**src/rtl/deserializer_align_pkg.sv**
```systemverilog
// Shared definitions for the serial receive lane: alignment state encoding and
// default word geometry.
package deserializer_align_pkg;

    typedef enum logic [1:0] {
        ST_SEARCH  = 2'd0,
        ST_CONFIRM = 2'd1,
        ST_LOCKED  = 2'd2
    } align_state_e;

    localparam int         DEF_WIDTH = 8;
    localparam logic [7:0] DEF_COMMA = 8'hBC;

endpackage

```
**src/rtl/deserializer_align_fsm.sv**
```systemverilog
// Word-alignment state machine: qualifies commas into lock and tracks
// consecutive illegal control words to drop lock.
module align_fsm
    import deserializer_align_pkg::*;
#(
    parameter int LOCK_COUNT = 4,
    parameter int ERR_LIMIT  = 3
) (
    input  logic         clk,
    input  logic         reset_L,
    input  logic         comma_i,
    input  logic         illegal_i,
    input  logic         boundary_i,
    output align_state_e state_o,
    output logic         locked_o
);

    localparam int CW = $clog2(LOCK_COUNT + 1);
    localparam int EW = $clog2(ERR_LIMIT + 1);
    localparam logic [CW-1:0] LOCK_MAX = CW'(LOCK_COUNT);
    localparam logic [EW-1:0] ERR_MAX  = EW'(ERR_LIMIT);

    align_state_e  state_q;
    logic [CW-1:0] comma_cnt_q;
    logic [EW-1:0] err_cnt_q;
    logic          locked_q;

    always_ff @(posedge clk or negedge reset_L) begin
        if (!reset_L) begin
            state_q     <= ST_SEARCH;
            comma_cnt_q <= '0;
            err_cnt_q   <= '0;
            locked_q    <= 1'b0;
        end else begin
            case (state_q)
                ST_SEARCH: begin
                    if (comma_i) begin
                        comma_cnt_q <= CW'(1);
                        if (LOCK_COUNT == 1) begin
                            state_q  <= ST_LOCKED;
                            locked_q <= 1'b1;
                        end else begin
                            state_q <= ST_CONFIRM;
                        end
                    end
                end
                ST_CONFIRM: begin
                    if (boundary_i) begin
                        if (!comma_i) begin
                            state_q     <= ST_SEARCH;
                            comma_cnt_q <= '0;
                        end else if (comma_cnt_q >= LOCK_MAX - 1'b1) begin
                            state_q     <= ST_LOCKED;
                            locked_q    <= 1'b1;
                            comma_cnt_q <= LOCK_MAX;
                        end else begin
                            comma_cnt_q <= comma_cnt_q + 1'b1;
                        end
                    end
                end
                ST_LOCKED: begin
                    if (boundary_i) begin
                        if (!illegal_i) begin
                            err_cnt_q <= '0;
                        end else if (err_cnt_q >= ERR_MAX - 1'b1) begin
                            // Counters restart so the next lock attempt begins clean.
                            state_q     <= ST_SEARCH;
                            locked_q    <= 1'b0;
                            err_cnt_q   <= '0;
                            comma_cnt_q <= '0;
                        end else begin
                            err_cnt_q <= err_cnt_q + 1'b1;
                        end
                    end
                end
                default: begin
                    state_q  <= ST_SEARCH;
                    locked_q <= 1'b0;
                end
            endcase
        end
    end

    assign state_o  = state_q;
    assign locked_o = locked_q;

endmodule

```
**src/rtl/deserializer_align.sv**
```systemverilog
// Serial-to-parallel receiver: shifts in MSB-first bits, aligns on a control
// comma and emits one word with its DK flag per WIDTH clocks once locked.
module deserializer_align
    import deserializer_align_pkg::*;
#(
    parameter int               WIDTH      = DEF_WIDTH,
    parameter logic [WIDTH-1:0] COMMA      = WIDTH'(DEF_COMMA),
    parameter int               LOCK_COUNT = 4,
    parameter int               ERR_LIMIT  = 3
) (
    input  logic             clk,
    input  logic             reset_L,
    input  logic             in,
    input  logic             dk_in,
    output logic [WIDTH-1:0] data_out,
    output logic             dk_out,
    output logic             valid_out,
    output logic             locked
);

    localparam int BW = $clog2(WIDTH);
    localparam logic [BW-1:0] BIT_LAST = BW'(WIDTH - 1);

    logic [WIDTH-2:0] sr_q;
    logic [BW-1:0]    bit_cnt_q;
    logic [WIDTH-1:0] data_out_q;
    logic             dk_out_q;
    logic             valid_out_q;

    logic [WIDTH-1:0] w;
    logic             comma;
    logic             illegal;
    logic             boundary;
    align_state_e     state;

    // w is the word that ends on the bit arriving this cycle.
    assign w        = {sr_q, in};
    assign comma    = dk_in && (w == COMMA);
    assign illegal  = dk_in && (w != COMMA);
    assign boundary = (state != ST_SEARCH) && (bit_cnt_q == BIT_LAST);

    align_fsm #(
        .LOCK_COUNT (LOCK_COUNT),
        .ERR_LIMIT  (ERR_LIMIT)
    ) u_fsm (
        .clk        (clk),
        .reset_L    (reset_L),
        .comma_i    (comma),
        .illegal_i  (illegal),
        .boundary_i (boundary),
        .state_o    (state),
        .locked_o   (locked)
    );

    always_ff @(posedge clk or negedge reset_L) begin
        if (!reset_L) begin
            sr_q        <= '0;
            bit_cnt_q   <= '0;
            data_out_q  <= '0;
            dk_out_q    <= 1'b0;
            valid_out_q <= 1'b0;
        end else begin
            sr_q        <= w[WIDTH-2:0];
            valid_out_q <= 1'b0;
            if (state == ST_SEARCH) begin
                bit_cnt_q <= '0;
            end else if (bit_cnt_q == BIT_LAST) begin
                bit_cnt_q <= '0;
            end else begin
                bit_cnt_q <= bit_cnt_q + 1'b1;
            end
            if (boundary && (state == ST_LOCKED)) begin
                data_out_q  <= w;
                dk_out_q    <= dk_in;
                valid_out_q <= 1'b1;
            end
        end
    end

    assign data_out  = data_out_q;
    assign dk_out    = dk_out_q;
    assign valid_out = valid_out_q;

endmodule

```
**config.mk**
```make
export PLATFORM = sky130hd
export DESIGN_NAME = deserializer_align
export DESIGN_NICKNAME = d
export VERILOG_FILES = /design/src/rtl/deserializer_align_pkg.sv /design/src/rtl/deserializer_align_fsm.sv /design/src/rtl/deserializer_align.sv
export SDC_FILE = /design/constraint.sdc
export NUM_CORES = 1
export LEC_CHECK = 0
export CORE_ASPECT_RATIO = 1.25
export CORE_UTILIZATION = 58
export CTS_BUF_LIST = sky130_fd_sc_hd__clkbuf_4 sky130_fd_sc_hd__clkbuf_8 sky130_fd_sc_hd__clkbuf_16
export CTS_CLUSTER_DIAMETER = 120
export DETAILED_ROUTE_END_ITERATION = 7
export PLACE_DENSITY = 0.82
export SYNTH_ARGS = -nofsm -noshare
export SYNTH_HDL_FRONTEND = slang
export SYNTH_HIERARCHICAL = 1
export SYNTH_SLANG_ARGS = --single-unit
```
**constraint.sdc**
```tcl
create_clock -name clk -period 4.3 [get_ports clk]
set_input_delay 0.86 -clock clk [delete_from_list [all_inputs] [get_ports clk]]
set_output_delay 0.86 -clock clk [all_outputs]
set_load 0.01 [all_outputs]
```
# Word level (Yosys, flattened, before mapping)
# Cells that the tools add are included.
[totals]
output_inout_bits = 11
inputBits = 4
register_bits = 28
elab_cells = 67
[op_classes]
muxes = 28
n_reduce_logical = 11
n_bitwise = 1
n_addsub = 3
n_eq_ne = 13
order_cmp = 2
[op_table]
columns = ["cell", "count"]
rows = [
  ["$mux 3", 9],
  ["$mux 2", 9],
  ["$reduce_and 6->1", 2],
  ["$ne 2x1->1 const B", 5],
  ["$pmux 3 s3", 1],
  ["$eq 8x8->1 const B", 1],
  ["$ne 8x8->1 const B", 1],
  ["$mux 1", 7],
  ["$reduce_and 7->1", 1],
  ["$add 3x1->3 const B", 2],
  ["$pmux 2 s3", 1],
  ["$logic_and 1x1->1", 4],
  ["$ne 2x2->1 const B", 2],
  ["$eq 3x3->1 const B", 1],
  ["$ge 3x2->1 const B", 1],
  ["$ne 3x3->1 const B", 1],
  ["$pmux 1 s3", 1],
  ["$reduce_bool 3->1", 1],
  ["$add 2x1->2 const B", 1],
  ["$eq 2x1->1 const B", 1],
  ["$eq 2x2->1 const B", 1],
  ["$ge 2x2->1 const B", 1],
  ["$logic_not 2->1", 1],
  ["$reduce_and 2->1", 1],
  ["2 further kinds", 2],
]

# Depth between registers and ports, before layout
# Gate-level depths: netlist of run 1.
[logic_depth]
ltp_word = 5
ltp_mapped = 6

# Cells and area by module
# Netlist of run 1, hierarchy kept.
[modules_own_cells]
columns = ["mod", "area_each_um2", "instances", "seq_area_each_um2", "cells_per_inst"]
rows = [
  ["deserializer_align", 748.2, 1, 500.5, 43],
  ["align_fsm", 535.5, 1, 200.2, 46],
]

# Worst setup path before layout of run 1
# No wires, ideal clock.
[synth_timing]
path_type = "input to register"
from = "input in"
to = "register u_fsm.comma_cnt_q[0]"
required_time_ns = 4.175
slack_ns = 2.047
path_stages = 5
arrival_ns = 2.128
path_cell_list = "nor4bb_1 -> and3_1 -> and2b_1 -> nor3_4 -> mux2_4"
[synth_via]
elab_chain_len = 5
[synth_rtl]
columns = ["element", "line", "source"]
rows = [
  ["from (decl)", "deserializer_align.sv:13", "input logic in,"],
  ["$eq 8x8->1 (*)", "deserializer_align.sv:38", "assign comma = dk_in && (w == COMMA);"],
  ["$logic_and 1x1->1 (*)", "deserializer_align.sv:38", ""],
  ["net comma", "deserializer_align.sv:31", "logic comma;"],
  ["$mux 3", "deserializer_align_fsm.sv:49", "if (!comma_i) begin"],
  ["$mux 3", "deserializer_align_fsm.sv:48", "if (boundary_i) begin"],
  ["$pmux 3 s3", "deserializer_align_fsm.sv:35", "case (state_q)"],
  ["to (signal assigned)", "deserializer_align_fsm.sv:57", "comma_cnt_q <= comma_cnt_q + 1'b1;"],
  ["to (decl)", "deserializer_align_fsm.sv:24", "logic [CW-1:0] comma_cnt_q;"],
]
# The timed path passes the listed nets; every way through them passes the cells marked *. The select of a mux whose other input is x is not followed.
# A chain may end at the register's enable or synchronous reset.

# Final worst setup path of run 1
[layout_timing]
from = "input in"
to = "register u_fsm.comma_cnt_q[2]"
# The elaborated chain is that of the path after synthesis.

==> flow_summary_export.csv, run 1 <==
group,metric,value,unit
timing,hold_viol_final,0,
min_path,hp-class,"flop to flop",
layout,n_antenna_cell,0,
layout,final_area,1481,um2
die,coreArea,2027,um2
timing,rsz0062_at_grt,"false",
cts,clk_pin_slew_worst_paths,140,ps
detailed_routing,antenna_violating_nets_post_route,0,
job,drv_cap,0,
cts,clock_path_buffers,2,
grt,grt_pass1_wl,3318,um
cts,clockRootBuffer,"clkbuf_4",
synth,syn_area,1284,um2
detailed_routing,drcViolationCount,3,
grt,grt_pass1_vias,755,
die,die_h,54.60,um
timing,hold_slack,415.0,ps
timing,timing.final.crit_share,58.84,%
synth,synthFlopType,"dfrtp_1",
layout,area_delta_synth_final,15.40,%
timing,slew_viol_final,0,
synth,synth_area_leaders,"dfrtp_1, mux2_4, ha_1, and3_1, inv_1",
die,row_count,18,
min_path,holdPathStages,0,
critical_path,arrival,2750,ps
synth,synth_nets,102,
die,initial_core_util,63.33,%
layout,utilization,73.09,%
timing,layout_setup_ws,1770,ps
timing,timing.fmax,395.2,MHz
status,status,"finished with violations",
detailed_routing,via_count,733,
timing,worstMarginPinSlew,680.3,ps
critical_path,crit_path_start_kind,"input pin",
critical_path,startpoint,"in",
synth,yosysWarnings,6,
grt,grt_max_degree,29,
layout,fin_cells,127,
cts,cts_tree,"yes",
detailed_routing,drt_iter0_drc,10,
synth,ys_ff_latch,28,
critical_path,worstSetupPathType,"input pin to flop",
cts,post_cts.repair.setup_buffers,0,
min_path,hold_end,"sr_q[4]",
detailed_routing,drt_wl_total,1919,um
power,ir_drop,0.3733,mV
grt,antenna_found_initial,0,
critical_path,crit_family,"simple AND/OR/NAND/NOR gates",
power,finalPower,878.9,uW
synth,async_reset_ff_share,100.0,%
synth,synth_top_area_share,54.58,%
critical_path,cp_slowest_cell,"clkdlybuf4s50_1",
critical_path,endpoint_kind,"flop",
place,gp_congestion,0.7137,
cts,ctsHoldBuffers,0,
layout,fin_nets,121,
place,post-place-cells,123,
detailed_routing,first_pass_iters,6,
place,port_buffers,14,
detailed_routing,vias_per_cell,5.772,
synth,yosys.area.top_type,"dfrtp_1",
cts,htreeDepth,1,
min_path,worstHoldStart,"sr_q[3]",
critical_path,rr_worst_depth,5,
die,io_pins,15,
die,fp.dieArea,2407,um2
grt,overflow,0,
status,violations,"DRC",
timing,period_needed,2530,ps
synth,syn_avg_cell_area,14.42,um2
power,leakagePower,0.7350,nW
grt,grt.total_usage,19.49,%
critical_path,critPathRequiredTime,4520,ps
critical_path,slowest_delay,430,ps
critical_path,cp_num_buf_inv,1,
critical_path,cp_cell_sequence,"clkdlybuf4s50_1 > nor4bb_1 > and3_1 > and2b_1 > nor3_4 > mux2_4",
synth,synth-edff-count,0,
cts,cts.sinks,28,
place,dpl-instance-area,1445,um2
cts,cts_resized,0,
critical_path,reg2reg_to,"u_fsm/comma_cnt_q[2]",
layout,drive_gt1_share,22.43,%
power,p_per_area,593.3,nW/um2
layout,fillers,136,
synth,seq_area_frac_synth,54.58,%
critical_path,path_max_fanout,4,
critical_path,reg2reg_setup_slack,2310,ps
place,hpwl,1439,um
place,dpl_worst_slack,1425,ps
cts,clk_latency,330,ps
synth,syn_inst,89,
synth,ys_types,31,
timing,fin_worst_skew,8.923,ps
cts,cts_buffers,3,
timing,final-setup-viol-count,0,
timing,setup_tns,0,ps
die,die_x,44.08,um
timing,slew_headroom,54.51,%
critical_path,r2r_start,"sr_q[0]",
detailed_routing,wire_per_inst,15.11,um
[routing by layer]
metal  vias to the layer above  routed length (um)  global-route usage (%)
li1                        353                   -                       -
met3                         5                  44                   1.980
met5                         -                   0                       0
met2                        15                 952                   32.84
met4                         0                  48                   12.12
met1                       360                 874                   24.03
[sequential cells by signal (all words and copies together) (netlist names)]
signal             flops
u_fsm/state_o          2
bit_cnt_q              3
u_fsm/locked_o         1
dk_out                 1
valid_out              1
sr_q                   7
u_fsm/err_cnt_q        2
data_out               8
u_fsm/comma_cnt_q      3
[cells by family (layout without fill, tap and decap cells)]
kind of cell | Yosys count | in the layout | synth area share [%]
DFF | 28 | 28 | 54.58
and+or+nand+nor | 23 | 23 | 11.99
muxes | 13 | 13 | 15.20
AOI/OAI and AO/OA | 10 | 10 | 7.115
adders and majority gates | 9 | 9 | 8.772
buffers and inverters | 6 | 24 | 2.339
[how the worst max path moves through the flow]
stage	end	depth (start not counted)	slack, ps
after floorplan	u_fsm/comma_cnt_q[0]	5	2050
after global placement	u_fsm/comma_cnt_q[1]	6	1450
after detailed placement	u_fsm/comma_cnt_q[2]	6	1420
after CTS	u_fsm/comma_cnt_q[2]	6	1770
after global routing	u_fsm/comma_cnt_q[2]	6	1660
final	u_fsm/comma_cnt_q[2]	6	1770
[final cells by class]
type	count	area, um2	area share, %
Clock buffer	4	36.28	2.449
Multi-Input combinational cell	55	553.0	37.33
Inverter	5	18.77	1.267
Sequential cell	28	700.7	47.30
Timing Repair Buffer	15	147.6	9.966
Tap cell	20	25.02	1.689
[Yosys cell counts (all sizes together) (2+ instances only)]
master and n:
dfrtp 28, mux2 13, ha 9, inv 5, nand2 4, and3 3
nor2 3, nor3 3, a21oi 2, nor2b 2
[placed cells by master, fill, tap and decap left out]
cell type,instances
a211oi_2,1
a21bo_1,1
a21boi_0,1
a21o_1,1
a21oi_1,1
a21oi_4,1
a2bb2oi_1,1
and2b_1,1
and3_1,3
and4b_1,1
buf_4,1
clkbuf_4,3
clkbuf_8,1
clkdlybuf4s50_1,14
dfrtp_1,28
ha_1,9
inv_1,5
mux2_4,13
nand2_1,4
nand3_1,1
nand3b_1,1
nand4_1,1
nor2_1,3
nor2b_1,1
nor2b_2,1
nor3_1,1
nor3_2,1
nor3_4,1
nor3b_1,1
nor4b_1,1
nor4bb_1,1
o21ai_0,1
o31ai_1,1
o32a_2,1
[power breakdown]
part           internal [mW]  leakage (nW)  switching, mW
Sequential             0.335         0.350         0.0548
Clock                 0.0519        0.0210         0.0727
Combinational          0.209         0.364          0.156
Power figures use the tool's default switching activity.
==> run 2, diff against run 1 <==
--- a/config.mk
+++ b/config.mk
@@ -6,11 +6,11 @@
 export NUM_CORES = 1
 export LEC_CHECK = 0
 export CORE_ASPECT_RATIO = 1.25
-export CORE_UTILIZATION = 58
+export CORE_UTILIZATION = 54
 export CTS_BUF_LIST = sky130_fd_sc_hd__clkbuf_4 sky130_fd_sc_hd__clkbuf_8 sky130_fd_sc_hd__clkbuf_16
 export CTS_CLUSTER_DIAMETER = 120
 export DETAILED_ROUTE_END_ITERATION = 7
-export PLACE_DENSITY = 0.82
+export PLACE_DENSITY = 0.77
 export SYNTH_ARGS = -nofsm -noshare
 export SYNTH_HDL_FRONTEND = slang
 export SYNTH_HIERARCHICAL = 1
==> constraint.sdc (replaced) <==
create_clock -name clk -period 2.6 [get_ports clk]
set_input_delay 0.52 -clock clk [delete_from_list [all_inputs] [get_ports clk]]
set_output_delay 0.52 -clock clk [all_outputs]
set_load 0.01 [all_outputs]
==> run 2 against run 1 <==
- the run now ends clean
- via count up 0.95%
- final cell count up 8.7%
- non-clock buffer count unchanged
- count of clock-buffer cells in the layout unchanged
- largest cell class unchanged
- largest power group unchanged
==> flow_summary_export.csv, run 2 (synthesis gave the netlist of run 1 again) <==
group,metric,value,unit
timing,timing.fmax,455.9,MHz
place,port_buffers,14,
power,seqPwrFrac,44.5,%
die,die_x,45.61,um
timing,timing.final.crit_share,84.37,%
place,gp_congestion,0.7179,
cts,htreeDepth,1,
cts,cts_tree,"yes",
cts,clk_latency,320,ps
detailed_routing,drt_iter0_drc,16,
grt,met3_usage,3.859,%
power,p_per_area,973.2,nW/um2
cts,cts_resized,0,
grt,antenna_found_initial,0,
critical_path,endpoint_kind,"flop",
detailed_routing,wire_per_inst,14.14,um
timing,worstMarginPinSlew,656.1,ps
timing,final-setup-viol-count,0,
job,drv_cap,0,
layout,final_common_cell,"dfrtp_1",
timing,rsz0062_at_grt,"false",
detailed_routing,drcViolationCount,0,
layout,drive_gt1_share,22.43,%
power,swShare,32.29,%
power,p_int,985.2,uW
cts,cts_buffers,3,
layout,regArea,700.7,um2
grt,grt.total_usage,18.95,%
layout,area_delta_synth_final,16.47,%
grt,grt_max_degree,29,
timing,period_needed,2194,ps
critical_path,path_max_fanout,5,
place,dpl-instance-area,1459,um2
detailed_routing,first_pass_iters,4,
grt,busiest_layer,"met2",
detailed_routing,antenna_violating_nets_post_route,0,
grt,overflow,0,
place,hpwl,1496,um
power,pwr-share-comb,41.5,%
timing,fin_worst_skew,1.311,ps
timing,setup_tns,0,ps
layout,multiInputGateArea,553.0,um2
power,leakagePower,0.7350,nW
grt,grt_pass1_wl,3436,um
detailed_routing,vias_per_cell,5.362,
power,ir_drop,0.6449,mV
cts,clockRootBuffer,"clkbuf_4",
die,coreArea,2211,um2
timing,layout_setup_ws,406.3,ps
die,io_pins,15,
min_path,hp-class,"flop to flop",
layout,fin_nets,121,
status,status,"finished clean",
power,clock_power_share,14.1,%
detailed_routing,via_count,740,
layout,largest_reg_flops,8,
grt,met1_usage,23.49,%
grt,grt_pass1_vias,772,
timing,hold_viol_final,0,
critical_path,crit_path_start_kind,"input pin",
critical_path,critPathRequiredTime,2830,ps
layout,n_antenna_cell,0,
min_path,worstHoldStart,"sr_q[4]",
die,die_h,56.51,um
place,dpl_worst_slack,58.86,ps
layout,final_cell_mix,"dfrtp_1, clkdlybuf4s50_1, mux2_4",
critical_path,r2r_start,"sr_q[0]",
cts,ctsHoldBuffers,0,
die,initial_core_util,58.06,%
detailed_routing,drt_wl_total,1952,um
cts,clock_path_buffers,2,
power,p_sw,469.9,uW
timing,slew_headroom,56.13,%
timing,slew_viol_final,0,
cts,cts.sinks,28,
grt,met2_usage,30.41,%
die,row_count,19,
layout,utilization,67.63,%
power,finalPower,1.455,mW
critical_path,startpoint,"in",
layout,final_area,1495,um2
die,fp.dieArea,2577,um2
critical_path,worstSetupPathType,"input pin to flop",
critical_path,arrival,2420,ps
cts,clk_pin_slew_worst_paths,140,ps
cts,post_cts.repair.setup_buffers,0,
layout,fillers,180,
==> run 2: cell counts in the layout (fill, tap and decap cells not counted) <==
Identical to the previous run, type by type.
==> run 2: routing by layer <==
metal  up-vias  part of all wire [%]  wire length, um
met1       372                    44              852
met5         -                     0                0
met4         0                  0.92               18
met3         2                   2.3               44
met2        15                    53             1037
li1        351                     -                -
==> run 2: area by class of cell <==
cell class,count,share of cell area (%)
inverters,5,1.255
multi-input cells,55,36.99
repair buffers,15,9.875
flip-flops and latches,28,46.86
clock buffers,4,2.427
well taps,31,2.594
==> run 2: path summary, 6_finish.rpt <==
check	slack [ps]	cells after the start	to
setup / recovery	410	7	u_fsm/state_o[0]
hold / removal	420	0	sr_q[5]
hold reg to reg	420	0	sr_q[5]
setup reg to reg	630	6	u_fsm/state_o[0]
max in group asynchronous	1800	2	sr_q[5]
min in group asynchronous	550	2	valid_out
==> run 2: power groups by stage <==
stage / Clock [mW] / Combinational, mW / Sequential, mW
finish: 0.205 / 0.603 / 0.647
global route: 0.234 / 0.662 / 0.664
CTS: 0.213 / 0.615 / 0.649
detailed placement: 0 / 0.616 / 0.657
global placement: 0 / 0.593 / 0.647
floorplan: 0 / 0.398 / 0.662
==> run 2: critical path, stage by stage <==
cell and delay (ps):
clkdlybuf4s50_1 450, nor4bb_1 350, a21boi_0 210, a21bo_1 260
a21oi_4 240, nor3_2 90, mux2_4 300
==> run 2: stage by stage <==
step,instances,hold slack [ps]
2_1_floorplan,89,224.4
3_3_place_gp,134,381.2
3_5_place_dp,134,385.5
4_1_cts,138,418.9
5_1_grt,138,435.8
6_report,138,417.6
